===== config.mk =====
export PLATFORM = sky130hd
export DESIGN_NAME = uart_rx_frame
export DESIGN_NICKNAME = d
export VERILOG_FILES = /design/src/rtl/uart_rx_frame.sv
export SDC_FILE = /design/constraint.sdc
export NUM_CORES = 1
export LEC_CHECK = 0
export ABC_AREA = 1
export BUFFER_PORTS_ARGS = -buffer_cell sky130_fd_sc_hd__buf_2
export CAP_MARGIN = 20
export CORE_ASPECT_RATIO = 0.75
export CORE_MARGIN = 3
export CORE_UTILIZATION = 50
export DETAILED_ROUTE_END_ITERATION = 12
export PLACE_DENSITY = 0.69
export SLEW_MARGIN = 15
export SYNTH_ARGS = -nofsm -noshare
export SYNTH_HDL_FRONTEND = slang
export SYNTH_SLANG_ARGS = --single-unit

===== constraint.sdc =====
create_clock -name clock -period 3.05 [get_ports clock]
set_clock_uncertainty 0.1 [all_clocks]
set_input_delay 0.305 -clock clock [delete_from_list [all_inputs] [get_ports clock]]
set_output_delay 0.305 -clock clock [all_outputs]
set_load 0.05 [all_outputs]

===== src/rtl/uart_rx_frame.sv =====
// ---------------------------------------------------------------------------
// uart_rx_frame
//
// UART receive framer that sits directly behind the Rx baud generator. The
// generator's baud_clk level is edge-detected on the system clock; every
// rising edge is one oversample tick (OVERSAMPLE ticks per bit). The serial
// line is synchronised, a start bit is detected, every bit is voted 2-of-3
// around mid-bit, and one DATA_BITS-wide word is delivered per frame together
// with parity and stop status.
//
// Ports
//   clock        : system clock, all logic on posedge
//   reset_n      : asynchronous active-low reset
//   baud_clk     : oversampling clock level, synchronous to clock
//   rx_in        : raw serial line, idle high, asynchronous to clock
//   parity_type  : 00 none, 01 odd, 10 even, 11 none (sampled at frame start)
//   data_out     : last received word (held until the next done)
//   done         : one-clock pulse when a frame completes
//   parity_error : parity check failed on the last frame
//   stop_error   : stop bit sampled low on the last frame
//   busy         : high while a frame is in progress
// ---------------------------------------------------------------------------
module uart_rx_frame #(
    parameter int DATA_BITS  = 8,
    parameter int OVERSAMPLE = 16
) (
    input  logic                 clock,
    input  logic                 reset_n,
    input  logic                 baud_clk,
    input  logic                 rx_in,
    input  logic [1:0]           parity_type,
    output logic [DATA_BITS-1:0] data_out,
    output logic                 done,
    output logic                 parity_error,
    output logic                 stop_error,
    output logic                 busy
);

    localparam int CNT_W = $clog2(OVERSAMPLE);
    localparam int IDX_W = (DATA_BITS > 1) ? $clog2(DATA_BITS) : 1;

    // Three samples straddle the bit centre; the vote happens on the last one.
    localparam logic [CNT_W-1:0] SMP_A    = CNT_W'(OVERSAMPLE / 2 - 1);
    localparam logic [CNT_W-1:0] SMP_B    = CNT_W'(OVERSAMPLE / 2);
    localparam logic [CNT_W-1:0] SMP_VOTE = CNT_W'(OVERSAMPLE / 2 + 1);
    localparam logic [CNT_W-1:0] CNT_LAST = CNT_W'(OVERSAMPLE - 1);
    localparam logic [IDX_W-1:0] IDX_LAST = IDX_W'(DATA_BITS - 1);

    typedef enum logic [2:0] {
        S_IDLE,
        S_START,
        S_DATA,
        S_PARITY,
        S_STOP
    } state_t;

    state_t               state_q,      state_d;
    logic                 rx_meta_q;
    logic                 rx_s_q;
    logic                 baud_d_q;
    logic [CNT_W-1:0]     tick_cnt_q,   tick_cnt_d;
    logic [IDX_W-1:0]     bit_idx_q,    bit_idx_d;
    logic [DATA_BITS-1:0] shift_q,      shift_d;
    logic                 smp_a_q,      smp_a_d;
    logic                 smp_b_q,      smp_b_d;
    logic [1:0]           par_mode_q,   par_mode_d;
    logic                 perr_q,       perr_d;
    logic [DATA_BITS-1:0] data_out_q,   data_out_d;
    logic                 done_q,       done_d;
    logic                 perr_out_q,   perr_out_d;
    logic                 serr_q,       serr_d;
    logic                 busy_q,       busy_d;

    logic tick;
    logic majority;
    logic par_en;
    logic at_vote;
    logic at_last;

    always_comb begin
        tick     = baud_clk & ~baud_d_q;
        majority = (smp_a_q & smp_b_q) | (smp_a_q & rx_s_q) | (smp_b_q & rx_s_q);
        par_en   = (par_mode_q == 2'b01) || (par_mode_q == 2'b10);
        at_vote  = (tick_cnt_q == SMP_VOTE);
        at_last  = (tick_cnt_q == CNT_LAST);

        state_d    = state_q;
        tick_cnt_d = tick_cnt_q;
        bit_idx_d  = bit_idx_q;
        shift_d    = shift_q;
        smp_a_d    = smp_a_q;
        smp_b_d    = smp_b_q;
        par_mode_d = par_mode_q;
        perr_d     = perr_q;
        data_out_d = data_out_q;
        done_d     = 1'b0;
        perr_out_d = perr_out_q;
        serr_d     = serr_q;

        if (tick) begin
            if (state_q != S_IDLE) begin
                tick_cnt_d = tick_cnt_q + 1'b1;
                if (tick_cnt_q == SMP_A) smp_a_d = rx_s_q;
                if (tick_cnt_q == SMP_B) smp_b_d = rx_s_q;
            end

            case (state_q)
                S_IDLE: begin
                    if (!rx_s_q) begin
                        // The detecting tick is tick 0 of the start bit.
                        state_d    = S_START;
                        tick_cnt_d = CNT_W'(1);
                        par_mode_d = parity_type;
                        perr_d     = 1'b0;
                    end
                end
                S_START: begin
                    if (at_vote && majority) begin
                        state_d    = S_IDLE;
                        tick_cnt_d = '0;
                    end else if (at_last) begin
                        state_d    = S_DATA;
                        tick_cnt_d = '0;
                        bit_idx_d  = '0;
                    end
                end
                S_DATA: begin
                    // LSB arrives first: shift right so it ends up in bit 0.
                    if (at_vote) shift_d = {majority, shift_q[DATA_BITS-1:1]};
                    if (at_last) begin
                        tick_cnt_d = '0;
                        if (bit_idx_q == IDX_LAST) begin
                            state_d = par_en ? S_PARITY : S_STOP;
                        end else begin
                            bit_idx_d = bit_idx_q + 1'b1;
                        end
                    end
                end
                S_PARITY: begin
                    if (at_vote) perr_d = ((^shift_q) ^ majority) != (par_mode_q == 2'b01);
                    if (at_last) begin
                        state_d    = S_STOP;
                        tick_cnt_d = '0;
                    end
                end
                S_STOP: begin
                    // Leave at mid-stop so a following start bit can be caught.
                    if (at_vote) begin
                        data_out_d = shift_q;
                        serr_d     = ~majority;
                        perr_out_d = perr_q;
                        done_d     = 1'b1;
                        state_d    = S_IDLE;
                        tick_cnt_d = '0;
                    end
                end
                default: begin
                    state_d    = S_IDLE;
                    tick_cnt_d = '0;
                end
            endcase
        end

        busy_d = (state_d != S_IDLE);
    end

    always_ff @(posedge clock or negedge reset_n) begin
        if (!reset_n) begin
            rx_meta_q  <= 1'b1;
            rx_s_q     <= 1'b1;
            baud_d_q   <= 1'b0;
            state_q    <= S_IDLE;
            tick_cnt_q <= '0;
            bit_idx_q  <= '0;
            shift_q    <= '0;
            smp_a_q    <= 1'b0;
            smp_b_q    <= 1'b0;
            par_mode_q <= 2'b00;
            perr_q     <= 1'b0;
            data_out_q <= '0;
            done_q     <= 1'b0;
            perr_out_q <= 1'b0;
            serr_q     <= 1'b0;
            busy_q     <= 1'b0;
        end else begin
            rx_meta_q  <= rx_in;
            rx_s_q     <= rx_meta_q;
            baud_d_q   <= baud_clk;
            state_q    <= state_d;
            tick_cnt_q <= tick_cnt_d;
            bit_idx_q  <= bit_idx_d;
            shift_q    <= shift_d;
            smp_a_q    <= smp_a_d;
            smp_b_q    <= smp_b_d;
            par_mode_q <= par_mode_d;
            perr_q     <= perr_d;
            data_out_q <= data_out_d;
            done_q     <= done_d;
            perr_out_q <= perr_out_d;
            serr_q     <= serr_d;
            busy_q     <= busy_d;
        end
    end

    assign data_out     = data_out_q;
    assign done         = done_q;
    assign parity_error = perr_out_q;
    assign stop_error   = serr_q;
    assign busy         = busy_q;

endmodule


==> results.ini <==
[layout]
n_antenna_cell=0
finalInstanceArea_mm2=0.00233
area_growth_pct=10.5
final-instance-count-excl-fill=341
final_core_util_pct=60.4
drive_gt1_share_pct=19.7
nets=300

[clocking]
cts_resized=0
tritoncts=built
cts_setup_buffers=0
ctsHoldBuffers=0
root_buffer=clkbuf_8
numCtsBuffers=5
htreeDepth=2
clockBufferDepth=2
insertion_delay_ns=0.28
clkTransAtPathRegs_ns=0.07
clock-sinks=38

[placed_design]
pre_cts_slack_ns=1.32
dp_hpwl_um=2890
port_buffers=17
dp_cells=333
place_congestion=0.920
placed_cell_area_mm2=0.00223

[routing]
dr.pass1.iters=4
drt_iter0_markers=134
drc=0
detail_route.wl_per_cell_um=11.4
postRouteWirelength_um=3890
num_vias=1655
vias_per_cell=4.85
ant_nets=0

[setup_path]
cpMostUsedCell=nand3_1
cp.arrival_ns=1.79
required_ns=3.11
crit_slowest_cell=dfrtp_1
ff2ff_path_depth=8
crit_path_start_kind=flip-flop
cpPeakStageDelay_ns=0.45
r2r_start=tick_cnt_q[1]
reg2reg_to=busy
cp_num_buf_inv=0
worstSetupEndpointType=flip-flop
regToRegSetupSlack_ns=1.32
path_max_fanout=7
setup.worst_path.class=flip-flop to flip-flop
critical-path-top-delay-family=simple AND/OR/NAND/NOR gates
crit_chain=ha_1 -> nand2_1 -> nor2_2 -> nand3_1 -> nand2_1 -> nand3_1 -> a21oi_1 -> nand3_1

[power_and_ir_drop]
leakage_nw=1.26
ir_drop_uv=425
p_per_area_mw_per_mm2=608

[synth]
syn_nets=279
async_flop_share_pct=100
synth.distinct_cells=28
synthCells=267
synth_top_cell_by_area=dfrtp_1
seq_area_frac_synth_pct=45.3
synth.top_cells.by_count=100 x nand2_1, 36 x dfrtp_1, 27 x inv_1
synthTopCellsByArea=dfrtp_1 43%, nand2_1 18%, inv_1 4.8%
synth_seq_cells=38
synth_area_mm2=0.00210
synth_top_area_share_pct=42.8
syn_avg_cell_area_um2=7.88
synth_edf_count=0
synth_most_common_cell=nand2_1
synthFlopType=dfrtp_1
yosysWarnings=0

[flow_run]
maxCapViolCount=0

[sta]
finalCritPeriodShare_pct=56.9
hold_viol_final=0
slew_headroom_pct=44.6
finalSetupViolations=0
rsz0062_at_grt=no
tns_ns=0
tightest_slew_ns=0.830
setup_ws_ns=1.32
report.final.slew_viol_count=0
fmax_mhz=576
period_needed_ns=1.73

[global_routing]
grt_max_degree=39
grt_remaining_overflow=0
grt_pass1_wl_um=6940
antenna_found_initial=0
grt_pass1_vias=1529
grt_usage_pct=17.3

[die]
die_y_um=62.2
ios=18
start_util_pct=54.6
coreArea_mm2=0.00385
dieArea_mm2=0.00503
die_w_um=80.9
row_count=19

[status]
outcome=complete, no violations

[hold_path]
hp-class=input port to async pin

==> report_power, final <==
group / switching [W] / leakage [nW] / internal (W) / total, W
Clock: 0.000173 / 0.0472 / 0.000182 / 0.000355
Combinational: 0.000302 / 0.715 / 0.000149 / 0.000451
Sequential: 0.0000516 / 0.499 / 0.000557 / 0.000609
Total: 0.000527 / 1.26 / 0.000888 / 0.00142
==> flip-flops by register name, summed over array words and instances, names as in the netlist, 2 cells and up <==
register,flops
tick_cnt_q,4
par_mode_q,2
data_out,8
state_q,3
shift_q,8
bit_idx_q,3
==> worst reg2reg max path: cells and delay by family, from the launching register on <==
kind                       cells  cell delay, ns
adders and majority gates      1            0.28
AOI/OAI and AO/OA              1            0.18
and+or+nand+nor                6            0.60
DFF                            1            0.45
==> through the flow <==
stage	total power, W	hold slack, ns
finish	0.00142	0.0144
global route	0.00152	0.000934
CTS	0.00143	0.00893
detailed placement	0.00107	0.252
global placement	0.00107	0.254
floorplan	0.000966	-0.0906
==> cells by family (layout without fill, tap and decap cells) <==
family / after synthesis / count (layout) / synth area share (%)
compound gates: 29 / 29 / 8.50
xor+xnor: 4 / 4 / 1.66
fa+ha+maj: 6 / 6 / 3.57
buf+inv: 38 / 60 / 7.55
flops: 38 / 38 / 45.3
mux: 1 / 1 / 0.535
simple gates: 151 / 151 / 32.9
==> layout by cell type (no fill, tap or decap), drive strengths merged <==
cell / n
a31o: 1
clkinvlp: 1
dfstp: 2
ha: 6
nand3b: 1
nand3: 21
nand2: 104
nand4: 6
clkinv: 1
nor2: 19
o21ai: 20
xor2: 3
clkbuf: 6
buf: 18
a21oi: 8
xnor2: 1
inv: 34
dfrtp: 36
mux2: 1
==> worst max path at each step <==
stage,cells after the start,end,from
floorplan,8,data_out[0],tick_cnt_q[1]
global route,8,busy,tick_cnt_q[1]
CTS,8,busy,tick_cnt_q[1]
finish,8,busy,tick_cnt_q[1]
global placement,8,busy,tick_cnt_q[1]
detailed placement,8,busy,tick_cnt_q[1]
==> layout make-up <==
type | count | area [um2]
Sequential cell | 38 | 953
Multi-Input combinational cell | 191 | 992
Clock buffer | 6 | 82.6
Fill cell | 365 | 1530
Timing Repair Buffer | 18 | 92.6
Clock inverter | 2 | 12.5
Inverter | 34 | 128
Tap cell | 52 | 65.1
==> metal layers <==
| layer | global-route usage [%] | wire [um] |
|---|---|---|
| met3 | 4.91 | 223 |
| met2 | 22.8 | 1510 |
| met5 | 0 | 0 |
| met1 | 27.4 | 2140 |
| met4 | 3.80 | 17 |
Note: power is estimated with default switching activity, not from simulation.
